`src/rtl/pam_serializer_mc.sv`:
```
// Multi-channel PAM/DAC serializer: fetches NUM_CHANNELS samples from a byte FIFO
// into a double buffer and shifts them out MSB-first on sdata/bclk/nsync once per frame.
module pam_serializer_mc #(
  parameter int CLKS_PER_FRAME = 1200,
  parameter int CLKS_PER_BCLK  = 12,
  parameter int FRAME_BITS     = 24,
  parameter int SAMPLE_BYTES   = 2,
  parameter int NUM_CHANNELS   = 2,
  parameter int SIGN_EXTEND    = 0,
  parameter int HOLD_LAST      = 0
) (
  input  logic       clk,
  input  logic       rst_n,
  input  logic       enable,
  input  logic [7:0] sample,
  input  logic       empty,
  output logic       read,
  output logic       sdata,
  output logic       bclk,
  output logic       nsync,
  output logic       underflow,
  output logic       frame_active
);

  localparam int NUM_BYTES  = NUM_CHANNELS * SAMPLE_BYTES;
  localparam int SAMPLE_W   = SAMPLE_BYTES * 8;
  localparam int TOTAL_BITS = NUM_CHANNELS * FRAME_BITS;
  localparam int FCNT_W     = $clog2(CLKS_PER_FRAME);
  localparam int PH_W       = $clog2(CLKS_PER_BCLK);
  localparam int BIT_W      = $clog2(TOTAL_BITS);
  localparam int IDX_W      = (NUM_BYTES > 1) ? $clog2(NUM_BYTES) : 1;

  localparam logic [FCNT_W-1:0] FCNT_LAST = FCNT_W'(CLKS_PER_FRAME - 1);
  localparam logic [PH_W-1:0]   PH_LAST   = PH_W'(CLKS_PER_BCLK - 1);
  localparam logic [PH_W-1:0]   PH_HALF   = PH_W'(CLKS_PER_BCLK / 2);
  localparam logic [BIT_W-1:0]  BIT_LAST  = BIT_W'(TOTAL_BITS - 1);
  localparam logic [IDX_W-1:0]  IDX_LAST  = IDX_W'(NUM_BYTES - 1);

  // FIFO handshake: read is a one-cycle pulse issued only when empty=0;
  // the byte on sample is valid in the following cycle (fetch state F_CAP).
  typedef enum logic [1:0] {F_REQ, F_CAP, F_FULL} fetch_state_t;

  fetch_state_t fetch_state, fetch_next;

  logic [FCNT_W-1:0]          frame_cnt;
  logic                       tick;
  logic                       buf_full;
  logic [IDX_W-1:0]           idx;
  logic [NUM_BYTES-1:0][7:0]  byte_buf;
  logic [NUM_BYTES-1:0][7:0]  buf_next;
  logic [TOTAL_BITS-1:0]      frame_word;
  logic [TOTAL_BITS-1:0]      shift_reg;
  logic [TOTAL_BITS-1:0]      last_reg;
  logic                       shifting;
  logic [PH_W-1:0]            ph_cnt;
  logic [BIT_W-1:0]           bit_cnt;
  logic                       underflow_q;

  function automatic logic [FRAME_BITS-1:0] pad_word(input logic [SAMPLE_W-1:0] s);
    logic [FRAME_BITS-1:0] w;
    w = '0;
    w[SAMPLE_W-1:0] = s;
    if (SIGN_EXTEND != 0 && s[SAMPLE_W-1]) begin
      for (int j = SAMPLE_W; j < FRAME_BITS; j++) w[j] = 1'b1;
    end
    return w;
  endfunction

  always_ff @(posedge clk or negedge rst_n) begin
    if (!rst_n) begin
      frame_cnt <= '0;
    end else if (!enable || frame_cnt == FCNT_LAST) begin
      frame_cnt <= '0;
    end else begin
      frame_cnt <= frame_cnt + FCNT_W'(1);
    end
  end

  assign tick = enable && (frame_cnt == FCNT_LAST);
  // A last-byte capture coinciding with the tick still counts as a full buffer.
  assign buf_full = (fetch_state == F_FULL) || (fetch_state == F_CAP && idx == IDX_LAST);

  always_ff @(posedge clk or negedge rst_n) begin
    if (!rst_n) fetch_state <= F_REQ;
    else        fetch_state <= fetch_next;
  end

  always_comb begin
    fetch_next = fetch_state;
    case (fetch_state)
      F_REQ:   if (enable && !empty) fetch_next = F_CAP;
      F_CAP:   fetch_next = (idx == IDX_LAST) ? F_FULL : F_REQ;
      F_FULL:  fetch_next = F_FULL;
      default: fetch_next = F_REQ;
    endcase
    if (tick && buf_full) fetch_next = F_REQ;
  end

  // rst_n gates the pulse so no read escapes while reset is held.
  always_comb begin
    read = rst_n && enable && (fetch_state == F_REQ) && !empty;
  end

  always_comb begin
    buf_next = byte_buf;
    if (fetch_state == F_CAP) buf_next[idx] = sample;
  end

  always_comb begin
    frame_word = '0;
    for (int c = 0; c < NUM_CHANNELS; c++) begin
      frame_word[(NUM_CHANNELS-1-c)*FRAME_BITS +: FRAME_BITS] =
        pad_word(buf_next[c*SAMPLE_BYTES +: SAMPLE_BYTES]);
    end
  end

  always_ff @(posedge clk or negedge rst_n) begin
    if (!rst_n) begin
      byte_buf <= '0;
      idx      <= '0;
    end else begin
      byte_buf <= buf_next;
      if (tick && buf_full)           idx <= '0;
      else if (fetch_state == F_CAP)  idx <= idx + IDX_W'(1);
    end
  end

  always_ff @(posedge clk or negedge rst_n) begin
    if (!rst_n) begin
      shifting    <= 1'b0;
      ph_cnt      <= '0;
      bit_cnt     <= '0;
      shift_reg   <= '0;
      last_reg    <= '0;
      underflow_q <= 1'b0;
    end else begin
      underflow_q <= tick && !buf_full;
      if (!enable) begin
        shifting <= 1'b0;
        ph_cnt   <= '0;
        bit_cnt  <= '0;
      end else if (tick) begin
        ph_cnt  <= '0;
        bit_cnt <= '0;
        if (buf_full) begin
          shift_reg <= frame_word;
          last_reg  <= frame_word;
          shifting  <= 1'b1;
        end else if (HOLD_LAST != 0) begin
          shift_reg <= last_reg;
          shifting  <= 1'b1;
        end
      end else if (shifting) begin
        if (ph_cnt == PH_LAST) begin
          ph_cnt <= '0;
          if (bit_cnt == BIT_LAST) begin
            shifting <= 1'b0;
          end else begin
            bit_cnt   <= bit_cnt + BIT_W'(1);
            shift_reg <= {shift_reg[TOTAL_BITS-2:0], 1'b0};
          end
        end else begin
          ph_cnt <= ph_cnt + PH_W'(1);
        end
      end
    end
  end

  // Gating with enable makes a disable abort the line in the same cycle.
  assign frame_active = shifting && enable;
  assign nsync        = !frame_active;
  assign bclk         = !frame_active || (ph_cnt < PH_HALF);
  assign sdata        = frame_active && shift_reg[TOTAL_BITS-1];
  assign underflow    = underflow_q;

endmodule

```
`config.mk`:
```
export PLATFORM = sky130hd
export DESIGN_NAME = pam_serializer_mc
export DESIGN_NICKNAME = d
export VERILOG_FILES = /design/src/rtl/pam_serializer_mc.sv
export SDC_FILE = /design/constraint.sdc
export NUM_CORES = 1
export LEC_CHECK = 0
export ABC_AREA = 1
export BUFFER_PORTS_ARGS = -buffer_cell sky130_fd_sc_hd__buf_2
export CAP_MARGIN = 40
export CELL_PAD_IN_SITES_DETAIL_PLACEMENT = 0
export CELL_PAD_IN_SITES_GLOBAL_PLACEMENT = 2
export CORE_ASPECT_RATIO = 1.5
export CORE_MARGIN = 4
export CORE_UTILIZATION = 33
export CTS_CLUSTER_SIZE = 8
export DETAILED_ROUTE_END_ITERATION = 8
export GPL_ROUTABILITY_DRIVEN = 1
export PLACE_DENSITY = 0.72
export SLEW_MARGIN = 20
export SYNTH_ARGS = -nofsm -noshare
export SYNTH_HDL_FRONTEND = slang
export SYNTH_SLANG_ARGS = --single-unit
```
`constraint.sdc`:
```
create_clock -name clk -period 1.7 [get_ports clk]
set_clock_uncertainty 0.1 [all_clocks]
set_input_delay 0.17 -clock clk [delete_from_list [all_inputs] [get_ports clk]]
set_output_delay 0.17 -clock clk [all_outputs]
set_load 0.03 [all_outputs]
```
# After elaboration in Yosys (flattened, before gate mapping)
# Cells that the tools add are included.
[classes] n_addsub=4 order_cmp=3 n_eq_ne=13 mux=31 reduce_logical=24
[op_table] op="48-bit 2-to-1 mux" count=5
[op_table] op="32-bit bitwise mux" count=1
[op_table] op="32-bit 2-to-1 mux" count=1
[op_table] op="6-bit 2-to-1 mux" count=5
[op_table] op="8-bit demux with 2-bit select" count=1
[op_table] op="4-bit 2-to-1 mux" count=4
[op_table] op="11-bit by 1-bit adder with 11-bit output, second input constant" count=1
[op_table] op="11-bit equality test, second input constant" count=1
[op_table] op="1-bit logical AND" count=11
[op_table] op="11-bit 2-to-1 mux" count=1
[op_table] op="2-bit 2-to-1 mux" count=5
[op_table] op="8-bit 2-to-1 mux" count=1
[op_table] op="6-bit by 1-bit adder with 6-bit output, second input constant" count=1
[op_table] op="6-bit equality test, second input constant" count=1
[op_table] op="1-bit 2-to-1 mux" count=6
[op_table] op="3-bit by 1-bit inequality test with 1-bit output, second input constant" count=2
[op_table] op="3-bit inequality test, second input constant" count=2
[op_table] op="2-bit one-hot mux with 3 select lines" count=1
[op_table] op="2-bit nonzero test" count=3
[op_table] op="5-bit AND reduction" count=1
[op_table] op="4-bit by 1-bit adder with 4-bit output, second input constant" count=1
[op_table] op="2-bit equality test, second input constant" count=2
[op_table] op="4-bit equality test, second input constant" count=1
[op_table] op="1-bit logical NOT" count=4
[op_table] op="other kinds (11)" count=13
[word_totals] reg_bits=107 output_inout_bits=6 wordCells=87

# Depth between registers and ports, before layout
# Gate-level depths: netlist (run 1).
[depth] depth_word=8 ltp_mapped=10 mapped_depth_nobuf=9

# Worst setup path after synthesis (run 1)
# OpenSTA, ideal clock, no wires.
[synth_path] kind="register to register" start="register frame_cnt[0]" end="register shift_reg[36]" setup_time_ns=0.117 arrival_ns=1.525 setup_slack_ns=-0.041 path_stages_with_launch=11 path_buffers=2 cell_sequence="dfrtp_1 > ha_1 > nand2_1 > nor2_4 > nand3_4 > nand3_2 > nand2_1 > buf_6 > buf_6 > nand2_1 > nand2_1"
[synth_between] elab_chain_len=4 elab_cells_between_ends=8 cone_classes="3 x eq/ne; 1 x mux; 4 x reduce/logical"
[synth_lines] element="start: declaration" line="45" text="logic [FCNT_W-1:0] frame_cnt;"
[synth_lines] element="start signal: assignment" line="75" text="frame_cnt <= frame_cnt + FCNT_W'(1);"
[synth_lines] element="11-bit equality test *" line="79" text="assign tick = enable && (frame_cnt == FCNT_LAST);"
[synth_lines] element="1-bit logical AND *" line="79"
[synth_lines] element="2-bit by 1-bit inequality test with 1-bit output (no line) (tied with other cells)"
[synth_lines] element="5-bit AND reduction (no line)"
[synth_lines] element="end signal: assignment" line="146" text="shift_reg <= frame_word;"
[synth_lines] element="end signal: assignment" line="150" text="shift_reg <= last_reg;"
[synth_lines] element="end signal: assignment" line="160" text="shift_reg <= {shift_reg[TOTAL_BITS-2:0], 1'b0};"
[synth_lines] element="end: declaration" line="52" text="logic [TOTAL_BITS-1:0] shift_reg;"
# Every way passes the cells marked *; elsewhere a longest branch is shown, timed or not.
# A chain may end at the register's enable or synchronous reset.

# Final worst setup path (run 1)
[layout_path] start="register frame_cnt[1]" end="register shift_reg[14]"
# Same word-level chain as after synthesis.

==> results of run 1 <==
per-stage QoR:
| step | utilization (%) | hold WS, ns |
|---|---|---|
| final | 42.4 | 0.0485 |
| after global routing | 42.4 | 0.0482 |
| after CTS | 41.1 | 0.0425 |
| after detailed placement | 38.4 | 0.234 |
| after global placement | 38.4 | 0.237 |
| after floorplan | - | -0.226 |
power by group:
group	leakage (nW)	internal, mW	switching [mW]	total, mW
Clock	0.156	1.30	1.01	2.32
Combinational	1.90	0.482	0.827	1.31
Sequential	1.42	2.96	0.130	3.09
Total	3.47	4.75	1.97	6.72
final cells by class:
type | instances | area, um2
clock inverter | 7 | 98.8
multi-input combinational | 498 | 2390
clock buffer | 9 | 225
tap | 203 | 254
sequential | 107 | 2680
fill | 1650 | 9040
timing repair buffer | 91 | 822
inverter | 49 | 184
logic make-up (layout without fill, tap and decap cells):
| kind of cell | after synthesis | count (layout) | share of synthesized area (%) |
|---|---|---|---|
| AOI/OAI and AO/OA | 17 | 17 | 1.61 |
| xor gates and xnor gates | 3 | 3 | 0.499 |
| adders and majority gates | 7 | 7 | 1.66 |
| buffers and inverters | 84 | 156 | 7.07 |
| DFF | 107 | 107 | 50.8 |
| and+or+nand+nor | 471 | 471 | 38.4 |
path summary, 6_finish.rpt:
path | from | slack [ns] | to
worst max-delay path | frame_cnt[1] | -0.008 | shift_reg[14]
worst min-delay path | empty | 0.05 | fetch_state[0]
worst max register to register | frame_cnt[1] | -0.008 | shift_reg[14]
worst min register to register | byte_buf[9] | 0.37 | byte_buf[9]
max in group asynchronous | rst_n | 0.67 | shift_reg[46]
min in group asynchronous | rst_n | 0.34 | byte_buf[5]
layout by cell type (no fill, tap or decap), types with 2 or more instances in the layout:
cell,count
nor2_1,39
buf_4,56
nand3_1,117
nor2_4,7
nor3_1,10
a21oi_1,9
buf_2,14
nand2_4,3
nand2_1,261
o21ai_0,4
xor2_1,2
o21ai_1,3
nand2_2,7
dfrtp_1,106
nand3_2,10
bufinv_16,2
ha_2,6
nor2_2,3
inv_6,2
clkbuf_16,10
nand4_1,8
inv_2,7
nand3_4,2
buf_12,9
inv_1,42
buf_6,9
per-layer routing:
metal,vias to the layer above,routed length [um],track usage [%]
met5,-,0,0
met2,68,7380,29.2
met4,0,300,5.87
met3,21,375,2.83
met1,2200,6020,19.3
li1,2322,-,-
critical path, stage by stage (launching register included):
cell and delay [ns]:
dfrtp_1 0.36, ha_2 0.20, nand2_2 0.07, nor2_4 0.16
nand3_4 0.14, nand3_4 0.17, nand2_8 0.09, clkbuf_16 0.19
nand2_1 0.07, nand2_1 0.05
what timing repair did:
action	in CTS	in global routing
pin swaps	6	5
hold buffers	1	0
endpoints found under the setup margin	55	63
buffers inserted	5	7
gates cloned	0	1
endpoints found under the hold margin	107	0
gates resized for setup	18	40
==> impl_metrics.toml, run 1 <==
[run_status]
status = "finished, violations left"
violations = "setup timing"

[synth]
ys_ff_latch = 107
netlist_area_mm2 = 0.00527
synth_common_cells = "272 x nand2_1, 127 x nand3_1, 107 x dfrtp_1"
synth_top_area_share_pct = 50.8
synth_edf_count = 0
ys_top_cells_by_area = "dfrtp_1 51%, nand2_1 19%, nand3_1 12%"
synthesis.nets = 708
ys.flop_type = "dfrtp_1"
synthCells = 689
synthArstFlopShare_pct = 100
ys_warn_count = 0
yosysTopAreaCell = "dfrtp_1"
yosysSeqAreaShare_pct = 50.8
syn_avg_cell_area_um2 = 7.65
yosysUniqueCellTypes = 24
yosysMostFrequentCell = "nand2_1"

[clock_tree]
insertion_delay_ns = 0.35
cts_tree = "built"
htree_levels = 3
clk_pin_slew_worst_paths_ns = 0.08
cts.sinks = 107
cts_max_path_buffers = 2
cts_buffers = 9
cts_root_buf = "clkbuf_16"

[detailed_routing]
drtIter0Drc = 237
vias = 4611
totalWireLength_mm = 14.1
vias_per_cell = 4.78
wl_per_cell_um = 14.6
drt_drc_violations_left = 0
ant_nets = 0
drtPass1Iterations = 5

[global_routing]
globalRouteOverflowTotal = 0
antenna_found_initial = 0
grt_pass1_wl_mm = 23.6
grt_pass1_vias = 4674
grtUsageTotal_pct = 16.2
grt_max_degree = 108

[power_and_ir_drop]
vdd_drop_max_mv = 0.445
powerDensity_mw_per_mm2 = 1010
leakage_nw = 3.47
power_mw = 6.72

[cells_and_area]
nNetsFinal = 775
instances_no_fill = 964
drive_gt1_share_pct = 20.5
diodes = 0
largest_reg_flops = 48
design_area_mm2 = 0.00666
syn_to_final_growth_pct = 26.3

[sta]
finalSetupViolCount = 4
slew_headroom_pct = 59.1
clock.fmax_mhz = 586
finalSetupTns_ns = -0.0141
rsz0062_at_grt = "true"
fin_crit_sh_pct = 100
tightest_slew_ns = 0.614
fin_crit_ns = 1.71
setup_ws_ns = -0.00762
maxSlewViolCount = 0
finalHoldViolCount = 0

[worst_setup_path]
cp-end-kind = "flop"
startpoint_type = "flop"
r2r_cells = 9
critPathArrivalTime_ns = 1.85
critical_path_class = "flop to flop"
cp_max_fo = 16
worst-endpoint-required_ns = 1.84

[floorplanning]
die_y_um = 163
initial_core_util_pct = 33.6
num_rows = 56
dieArea_mm2 = 0.0181
die_w_um = 111
core_region_area_mm2 = 0.0157
io_pins = 18

[placement]
place.gp.congestion = 0.796
dp_hpwl_mm = 9.43
portBuffers = 17
dp_slack_ns = -0.0716
place_inst = 935
placed_area_mm2 = 0.00602

[worst_hold_path]
hold_path_class = "input port to flop"
whs_path_depth = 3

[flow_run]
maxCapViolCount = 0
(Power assumes the default switching activity.)
==> inputs of run 2 (changes only) <==
--- a/config.mk
+++ b/config.mk
@@ -7,11 +7,10 @@
 export LEC_CHECK = 0
 export ABC_AREA = 1
 export BUFFER_PORTS_ARGS = -buffer_cell sky130_fd_sc_hd__buf_2
-export CAP_MARGIN = 40
+export CAP_MARGIN = 25
 export CELL_PAD_IN_SITES_DETAIL_PLACEMENT = 0
 export CELL_PAD_IN_SITES_GLOBAL_PLACEMENT = 2
 export CORE_ASPECT_RATIO = 1.5
-export CORE_MARGIN = 4
 export CORE_UTILIZATION = 33
 export CTS_CLUSTER_SIZE = 8
 export DETAILED_ROUTE_END_ITERATION = 8
==> run 2 against run 1 <==
  * The flow still finishes with violations (setup timing)
  * Worst hold slack got worse by 0.0041 ns
  * Sequential power about the same
  * Final cell count increased by 1.1%
  * Critical path type unchanged
  * Largest power group unchanged
==> impl_metrics.toml, run 2 (synthesized netlist as in run 1, its figures left out) <==
[sta]
tightest_slew_ns = 0.612
finalSetupViolCount = 52
fin_crit_ns = 1.79
setup_ws_ns = -0.0850
maxSlewViolCount = 0
slew_headroom_pct = 59.2
rsz0062_at_grt = "true"
fin_crit_sh_pct = 105
clock.fmax_mhz = 560
finalHoldViolCount = 0

[clock_tree]
cts_max_path_buffers = 2
cts_tree = "built"
insertion_delay_ns = 0.35
cts_buffers = 9
cts_root_buf = "clkbuf_16"
htree_levels = 3
clk_pin_slew_worst_paths_ns = 0.08
cts.sinks = 107

[run_status]
status = "finished, violations left"
violations = "setup timing"

[detailed_routing]
ant_nets = 0
drtIter0Drc = 190
drt_drc_violations_left = 0
wl_per_cell_um = 15.3
totalWireLength_mm = 14.9
vias_per_cell = 4.83
vias = 4707
drtPass1Iterations = 5

[placement]
place.gp.congestion = 0.825
dp_hpwl_mm = 9.35
portBuffers = 17
place_inst = 933

[cells_and_area]
drive_gt1_share_pct = 23.2
largest_reg_flops = 48
final_common_cell = "nand2_1"
nFillCells = 1542
layout_common_cells = "247 x nand2_1, 121 x nand3_1, 107 x dfrtp_1, 52 x buf_4, 43 x inv_1"
regArea_mm2 = 0.00268
nNetsFinal = 786
syn_to_final_growth_pct = 31.8
diodes = 0
multi_input_area_mm2 = 0.00244
instances_no_fill = 975

[floorplanning]
die_w_um = 105
core_region_area_mm2 = 0.0156
io_pins = 18
initial_core_util_pct = 33.7
dieArea_mm2 = 0.0165
die_y_um = 157
num_rows = 56

[worst_setup_path]
critPathMaxStageDelay_ns = 0.36
startpoint_type = "flop"
critPathArrivalTime_ns = 1.93
cp_cell_sequence = "ha_2 > nand2_2 > nor2_4 > buf_6 > buf_6 > nand4_1 > buf_6 > clkbuf_16 > nand2_1 > nand2_1 > nand2_1 > nand2_1"
path_buf_inv = 4
cp-end-kind = "flop"
cp_max_fo = 8
cp_top_family = "buffers and inverters"
critical_path_class = "flop to flop"
cp_slowest_cell = "dfrtp_1"
worst-endpoint-required_ns = 1.85
crit_path_frequent_cell = "nand2_1"

[global_routing]
globalRouteOverflowTotal = 0
grt_pass1_wl_mm = 23.9
grt_pass1_vias = 4626
grt_max_degree = 108
antenna_found_initial = 0
grtUsageTotal_pct = 18.5

[power_and_ir_drop]
powerDensity_mw_per_mm2 = 941
leakage_nw = 3.59
power_mw = 6.54
vdd_drop_max_mv = 0.476

[flow_run]
maxCapViolCount = 0

[worst_hold_path]
hold_path_class = "input port to flop"
[run 2: changes by cell type in the layout (fill, tap and decap cells not counted), sizes merged]
cell,change
clkbuf,+3
clkinv,+1
bufinv,-2
inv,+1
buf,+8
[run 2: final timing paths]
path	from	endpoint	slack (ns)	depth (start not counted)
worst max-delay path	frame_cnt[0]	shift_reg[28]	-0.09	12
worst min-delay path	sample[6]	byte_buf[30]	0.04	3
worst max register to register	frame_cnt[0]	shift_reg[28]	-0.09	12
worst min register to register	byte_buf[10]	byte_buf[10]	0.38	2
max in group asynchronous	rst_n	shift_reg[16]	0.67	3
min in group asynchronous	rst_n	byte_buf[27]	0.35	3
[run 2: timing repair]
| action | in CTS | in global routing |
|---|---|---|
| setup endpoints to repair | 59 | 75 |
| setup buffers | 12 | 4 |
| gates cloned | 4 | 5 |
| resized for setup | 33 | 52 |
| endpoints found under the hold margin | 107 | 0 |
| hold buffers | 1 | 0 |
| pin swaps | 8 | 6 |
[run 2: through the flow]
step,util (%),setup slack [ns],TNS [ns],instance area (um2),hold WS [ns]
2_1_floorplan,-,-0.0251,-0.752,5300,-0.226
3_3_place_gp,38.3,-0.106,-2.98,5990,0.235
3_5_place_dp,38.3,-0.104,-3.98,5990,0.242
4_1_cts,42.3,-0.0573,-2.16,6610,0.0292
5_1_grt,44.5,-0.188,-8.42,6950,0.0364
6_report,44.5,-0.0850,-2.32,6950,0.0444
[run 2: layout make-up]
cell class | count | share of cell area, %
Clock buffer | 9 | 3.24
Clock inverter | 7 | 1.01
Inverter | 49 | 2.68
Multi-Input combinational cell | 498 | 35.1
Sequential cell | 107 | 38.6
Tap cell | 203 | 3.66
Timing Repair Buffer | 102 | 15.7
[run 2: tightest hold or removal path, stage by stage]
cell	delay, ns
buf_2	0.14
nand3_1	0.08
nand2_1	0.06
[run 2: power breakdown]
| group | switching [mW] | total, mW | internal [mW] |
|---|---|---|---|
| Combinational | 0.859 | 1.35 | 0.489 |
| Clock | 1.08 | 2.11 | 1.04 |
| Sequential | 0.115 | 3.08 | 2.96 |
[run 2: layer usage]
metal	global-route usage [%]	part of all wire [%]	up-vias
li1	-	-	2350
met1	23.2	43	2257
met4	6.71	2.4	0
met2	32.2	52	75
met3	2.92	2.5	25
met5	0	0	-
